===== config.mk =====
export PLATFORM = sky130hd
export DESIGN_NAME = chain_code_tracer
export DESIGN_NICKNAME = d
export VERILOG_FILES = /design/src/rtl/chain_code_tracer.sv
export SDC_FILE = /design/constraint.sdc
export NUM_CORES = 1
export LEC_CHECK = 0
export BUFFER_PORTS_ARGS = -buffer_cell sky130_fd_sc_hd__buf_4
export CAP_MARGIN = 20
export CORE_ASPECT_RATIO = 1.75
export CORE_MARGIN = 3
export CORE_UTILIZATION = 55
export CTS_CLUSTER_SIZE = 16
export DETAILED_ROUTE_END_ITERATION = 6
export PLACE_DENSITY = 0.82
export SLEW_MARGIN = 5
export SYNTH_ARGS = -nofsm -noshare
export SYNTH_HDL_FRONTEND = slang
export SYNTH_SLANG_ARGS = --single-unit

===== constraint.sdc =====
create_clock -name Clk -period 7.95 [get_ports Clk]
set_input_delay 1.59 -clock Clk [delete_from_list [all_inputs] [get_ports Clk]]
set_output_delay 1.59 -clock Clk [all_outputs]
set_load 0.01 [all_outputs]

===== src/rtl/chain_code_tracer.sv =====
`default_nettype none
// ============================================================================
// Module      : chain_code_tracer
// Description : Raster-scans a binary image for the first object pixel, then
//               traces its outer border as 8-connected Freeman codes streamed
//               over valid/ready. Reports start pixel, perimeter and area.
//               Optional area logic enabled by defining CC_AREA_EN.
// Revision    : 1.0 - initial parametrised release
// ============================================================================
module chain_code_tracer #(
    parameter int XW = 6,
    parameter int YW = 6,
    parameter int PW = 8,
    parameter int AW = 12
) (
    input  logic              Clk,
    input  logic              reset,
    input  logic              start,
    output logic [YW+XW-1:0]  pix_addr,
    output logic              pix_rd,
    input  logic              pix_data,
    output logic [2:0]        Code,
    output logic              code_valid,
    input  logic              code_ready,
    output logic [XW-1:0]     start_x,
    output logic [YW-1:0]     start_y,
    output logic [AW-1:0]     Area,
    output logic [PW-1:0]     Perimiter,
    output logic              Done,
    output logic              Error
);

    localparam logic [2:0] c_IDLE     = 3'd0;
    localparam logic [2:0] c_SCAN_RD  = 3'd1;
    localparam logic [2:0] c_SCAN_CHK = 3'd2;
    localparam logic [2:0] c_TR_RD    = 3'd3;
    localparam logic [2:0] c_TR_CHK   = 3'd4;
    localparam logic [2:0] c_EMIT     = 3'd5;
    localparam logic [2:0] c_DONE     = 3'd6;
    localparam logic [2:0] c_ERR      = 3'd7;

    localparam logic [XW-1:0] c_X_MAX = '1;
    localparam logic [YW-1:0] c_Y_MAX = '1;
    localparam logic [PW-1:0] c_P_MAX = '1;

    logic [2:0]    r_state;
    logic [2:0]    w_state_nxt;
    logic [XW-1:0] r_x;
    logic [YW-1:0] r_y;
    logic [XW-1:0] w_nx;
    logic [YW-1:0] w_ny;
    logic [2:0]    r_s;
    logic [2:0]    r_nbg;
    logic [2:0]    r_code;
    logic [PW-1:0] r_perim;
    logic          w_xp, w_xn, w_yp, w_yn;
    logic          w_inb, w_hit, w_at_start, w_last_px;

    // Unit step of the current search direction (y grows downward)
    always_comb begin
        w_xp = (r_s == 3'd0) || (r_s == 3'd1) || (r_s == 3'd7);
        w_xn = (r_s == 3'd3) || (r_s == 3'd4) || (r_s == 3'd5);
        w_yn = (r_s == 3'd1) || (r_s == 3'd2) || (r_s == 3'd3);
        w_yp = (r_s == 3'd5) || (r_s == 3'd6) || (r_s == 3'd7);
    end

    assign w_inb = !((w_xp && (r_x == c_X_MAX)) || (w_xn && (r_x == '0)) ||
                     (w_yp && (r_y == c_Y_MAX)) || (w_yn && (r_y == '0)));
    assign w_nx  = w_xp ? r_x + XW'(1) : (w_xn ? r_x - XW'(1) : r_x);
    assign w_ny  = w_yp ? r_y + YW'(1) : (w_yn ? r_y - YW'(1) : r_y);

    assign w_hit      = (r_state == c_TR_CHK) && w_inb && pix_data;
    assign w_at_start = (r_x == start_x) && (r_y == start_y);
    assign w_last_px  = (r_x == c_X_MAX) && (r_y == c_Y_MAX);

    assign code_valid = (r_state == c_EMIT);
    assign Done       = (r_state == c_DONE);
    assign Error      = (r_state == c_ERR);
    assign Code       = r_code;
    assign Perimiter  = r_perim;

    // Out-of-image probes spend their slot without touching the frame buffer
    always_comb begin
        pix_rd   = 1'b0;
        pix_addr = '0;
        if (r_state == c_SCAN_RD) begin
            pix_rd   = 1'b1;
            pix_addr = {r_y, r_x};
        end else if ((r_state == c_TR_RD) && w_inb) begin
            pix_rd   = 1'b1;
            pix_addr = {w_ny, w_nx};
        end
    end

    always_ff @(posedge Clk) begin
        if (reset) begin
            r_state <= c_IDLE;
        end else begin
            r_state <= w_state_nxt;
        end
    end

    always_comb begin
        w_state_nxt = r_state;
        case (r_state)
            c_IDLE:     if (start) w_state_nxt = c_SCAN_RD;
            c_SCAN_RD:  w_state_nxt = c_SCAN_CHK;
            c_SCAN_CHK: begin
                if (pix_data)       w_state_nxt = c_TR_RD;
                else if (w_last_px) w_state_nxt = c_ERR;
                else                w_state_nxt = c_SCAN_RD;
            end
            c_TR_RD:    w_state_nxt = c_TR_CHK;
            c_TR_CHK: begin
                if (w_hit)                w_state_nxt = (r_perim == c_P_MAX) ? c_ERR : c_EMIT;
                else if (r_nbg == 3'd7)   w_state_nxt = c_DONE;
                else                      w_state_nxt = c_TR_RD;
            end
            c_EMIT: begin
                if (code_ready) w_state_nxt = w_at_start ? c_DONE : c_TR_RD;
            end
            c_DONE:     if (!start) w_state_nxt = c_IDLE;
            c_ERR:      if (!start) w_state_nxt = c_IDLE;
            default:    w_state_nxt = c_IDLE;
        endcase
    end

    always_ff @(posedge Clk) begin
        if (reset) begin
            r_x     <= '0;
            r_y     <= '0;
            r_s     <= '0;
            r_nbg   <= '0;
            r_code  <= '0;
            r_perim <= '0;
            start_x <= '0;
            start_y <= '0;
        end else begin
            case (r_state)
                c_IDLE: begin
                    if (start) begin
                        r_x     <= '0;
                        r_y     <= '0;
                        r_perim <= '0;
                    end
                end
                c_SCAN_CHK: begin
                    if (pix_data) begin
                        start_x <= r_x;
                        start_y <= r_y;
                        r_s     <= 3'd5;
                        r_nbg   <= '0;
                    end else begin
                        r_x <= r_x + XW'(1);
                        if (r_x == c_X_MAX) r_y <= r_y + YW'(1);
                    end
                end
                c_TR_CHK: begin
                    if (w_hit) begin
                        r_code <= r_s;
                        r_x    <= w_nx;
                        r_y    <= w_ny;
                        // Back off to the first neighbour not yet known to be background
                        r_s    <= r_s + (r_s[0] ? 3'd6 : 3'd7);
                        r_nbg  <= '0;
                    end else begin
                        r_s   <= r_s + 3'd1;
                        r_nbg <= r_nbg + 3'd1;
                    end
                end
                c_EMIT: begin
                    if (code_ready) r_perim <= r_perim + PW'(1);
                end
                default: ;
            endcase
        end
    end

`ifdef CC_AREA_EN
    localparam int c_ACCW = AW + XW + YW;

    logic signed [c_ACCW-1:0] r_acc;
    logic signed [c_ACCW-1:0] w_xe, w_ye, w_dacc;
    logic        [c_ACCW-1:0] w_abs;
    logic        [AW-1:0]     r_area;

    assign w_xe = $signed({{(c_ACCW-XW){1'b0}}, r_x});
    assign w_ye = $signed({{(c_ACCW-YW){1'b0}}, r_y});

    // Shoelace term x*dy - y*dx with unit steps reduces to add/subtract
    always_comb begin
        w_dacc = '0;
        if (w_yp)      w_dacc = w_dacc + w_xe;
        else if (w_yn) w_dacc = w_dacc - w_xe;
        if (w_xp)      w_dacc = w_dacc - w_ye;
        else if (w_xn) w_dacc = w_dacc + w_ye;
    end

    assign w_abs = r_acc[c_ACCW-1] ? $unsigned(-r_acc) : $unsigned(r_acc);
    assign Area  = r_area;

    always_ff @(posedge Clk) begin
        if (reset) begin
            r_acc  <= '0;
            r_area <= '0;
        end else begin
            if ((r_state == c_IDLE) && start) begin
                r_acc  <= '0;
                r_area <= '0;
            end
            if (w_hit) r_acc <= r_acc + w_dacc;
            if ((w_state_nxt == c_DONE) && (r_state != c_DONE)) r_area <= AW'(w_abs >> 1);
        end
    end
`else
    assign Area = '0;
`endif

endmodule
`default_nettype wire


==> flow_summary.toml <==
[clock_network]
cts_buffer_depth = 2
clock_sinks = 44
ctsResizeCount = 0
cts_buffers = 5
htreeDepth = 2
clk_pin_slew_worst_paths_ns = 0.09
cts_tree = "done"
ctsHoldBuffers = 0
root_buffer = "clkbuf_8"
post_cts_buffers = 0
clk_latency_ns = 0.31

[floorplan]
start_util_pct = 57.3
fp.dieArea_mm2 = 0.00719
core_area_mm2 = 0.00593
die-height_um = 110
die_w_um = 65.4
core.rowCount = 37
ios = 56

[critical_path]
reg2reg_to = "r_s[2]"
critPathLaunchType = "flip-flop"
worstPathArrival_ns = 3.54
slowest_delay_ns = 0.79
critPathLaunch = "r_y[1]"
r2r_slack_ns = 4.19
crit_end = "pix_addr[6]"
required_ns = 6.36
path_class = "reg2out"
path_cells = "ha_1, and3_1, and3_1, o311ai_4, nand4_1, o31ai_1, mux2_2, buf_4"
crit_family = "simple AND/OR/NAND/NOR gates"
cp_max_fo = 21
path_buf_inv = 1
critPathMostFrequentCell = "and3_1"
cp_num_cells = 8
critPathSlowestCell = "nand4_1"
reg2reg_depth = 12
regToRegStartpoint = "r_x[1]"
worst_setup_path_end_kind = "output pin"

[cells_and_area]
nFillCells = 569
multi_input_area_mm2 = 0.00223
seqCellArea_um2 = 881
drive_gt1_share_pct = 14.1
area_delta_synth_final_pct = 9.26
instances_no_fill = 547
finish.net_count = 483
n_antenna_cell = 0
stdcell_area_mm2 = 0.00371

[global_route]
grt-ovfl-total = 0
antenna_found_initial = 0
grt_usage_pct = 26.8
grt_pass1_vias = 3220
grt_pass1_wl_mm = 15.3
grt_max_degree = 40

[timing]
post-route-min-period_ns = 5.13
maxSlewViolCount = 0
slew_headroom_pct = 38.4
fin_setup_tns_ns = 0
max_freq_mhz = 195
post-route-period-util_pct = 64.6
hold_violations = 0
finalSetupViolCount = 0
finClkSkew_ns = 0.00448
rsz0062_at_grt = "no"
setup_ws_ns = 2.82
worst_pin_slew_ns = 0.921

[routing]
drtIter0Drc = 319
route.detailed.drc = 0
viasPerCell = 6.46
vias = 3532
avgRoutedWirePerCell_um = 17.2
dr.pass1.iters = 5
finalWirelength_mm = 9.42
ant_nets = 0

[synth]
synth_seq_area_share_pct = 26.0
syn_area_per_cell_um2 = 7.38
yosys_register_bits = 44
synth-main-ff-cell = "dfxtp_1"
synth_edf_count = 0
netlist_instances = 460
ys_warn_count = 0
synthArstFlopShare_pct = 0
synth_area_mm2 = 0.00339
ys_types = 66

[hold_path]
hold_start = "start_y[5]"
hp-class = "reg2reg"

[place]
dp_hpwl_mm = 6.70
gp_congestion = 1.04
placed_area_mm2 = 0.00359
place_inst = 539
dpl_worst_slack_ns = 3.21
io_buffer_count = 43

[power]
report.power.total_mw = 0.577
irDropWorstVdd_mv = 0.115
p_per_area_mw_per_mm2 = 156
p_leak_nw = 1.53

[outcome]
outcome = "completed"

[job]
drv_cap = 0
## metal layers
| metal | wire length, um | track usage [%] |
|---|---|---|
| met2 | 4880 | 48.6 |
| met3 | 649 | 4.29 |
| met4 | 356 | 13.4 |
| met5 | 0 | 0 |
| met1 | 3540 | 29.5 |
## worst min path at each step
| stage | slack [ns] | depth (start not counted) | endpoint |
|---|---|---|---|
| 6_report | 0.49 | 2 | start_y[5] |
| 3_5_place_dp | 0.47 | 2 | start_y[2] |
| 5_1_grt | 0.52 | 2 | start_x[1] |
| 3_3_place_gp | 0.47 | 2 | r_nbg[1] |
| 4_1_cts | 0.49 | 2 | start_y[2] |
| 2_1_floorplan | 0.46 | 2 | r_nbg[1] |
## sequential cells by signal (all words and copies together) (netlist names)
| register | count |
|---|---|
| Perimiter | 8 |
| r_x | 6 |
| r_y | 6 |
| start_x | 6 |
| start_y | 6 |
| Code | 3 |
| r_nbg | 3 |
| r_s | 3 |
| r_state | 3 |
## tightest hold or removal path, cell delays in order (launching register included)
cell,delay (ns)
dfxtp_1,0.34
nand2_1,0.06
a21oi_1,0.05
## cells in the final DEF, fill, tap and decap left out, types with 10 or more instances in the layout
master	count
nand4_1	10
nor2_1	43
nor3_1	12
buf_4	43
xor2_1	18
o21ai_0	23
nand2_1	45
nand3_1	17
a21o_1	10
inv_1	16
dfxtp_1	44
a21oi_1	38
conb_1	12
## power by group
part / switching [mW] / total (mW) / internal [mW]
Combinational: 0.0876 / 0.139 / 0.0516
Clock: 0.0891 / 0.184 / 0.0948
Sequential: 0.0260 / 0.253 / 0.227
## per-stage QoR
| stage | utilization, % | hold WS [ns] |
|---|---|---|
| floorplan | - | 0.458 |
| detailed placement | 60.6 | 0.474 |
| global placement | 60.6 | 0.469 |
| CTS | 62.6 | 0.490 |
| finish | 62.6 | 0.494 |
| global route | 62.6 | 0.519 |
## cell type report
| cell class | count | share of cell area, % |
|---|---|---|
| clock buffers | 5 | 1.86 |
| flip-flops and latches | 44 | 23.8 |
| clock inverters | 3 | 1.25 |
| multi-input cells | 357 | 60.1 |
| inverters | 17 | 1.72 |
| well taps | 78 | 2.63 |
| repair buffers | 43 | 8.71 |
## cells in the mapped netlist, types with 4 or more instances
cell type	n	area share (%)
buf_4	13	2.9
o31ai_1	9	2.0
a211oi_1	4	0.88
o211ai_1	6	1.3
nor3_1	12	1.8
ha_1	9	3.3
and3_1	8	1.5
inv_1	16	1.8
nand4_1	10	1.8
dfxtp_1	44	26
or3_1	4	0.74
nor4_1	6	1.1
o21ai_0	23	3.4
nor2_1	43	4.8
a22oi_1	4	0.88
mux2i_1	4	1.2
xnor2_1	6	1.5
a21o_1	10	2.2
nand3_1	17	2.5
xor2_1	18	4.6
a21oi_1	38	5.6
nand2b_1	5	0.92
buf_2	11	1.6
nand2_1	45	5.0
clkbuf_1	27	3.0
a32oi_1	5	1.3
and2_1	5	0.92
## logic make-up (layout without fill, tap and decap cells)
kind of cell             Yosys count  after routing  share of synthesized area, %
flip-flops                        44             44                          26.0
adder cells (fa/ha/maj)           10             10                          3.91
AO/OA/AOI/OAI                    134            134                          27.1
buffers and inverters             70             68                          9.62
other                              1             12                         0.111
multiplexers                       7              7                          2.51
XOR/XNOR                          24             24                          6.19
AND/OR/NAND/NOR                  170            170                          24.6
(Power assumes the default switching activity.)
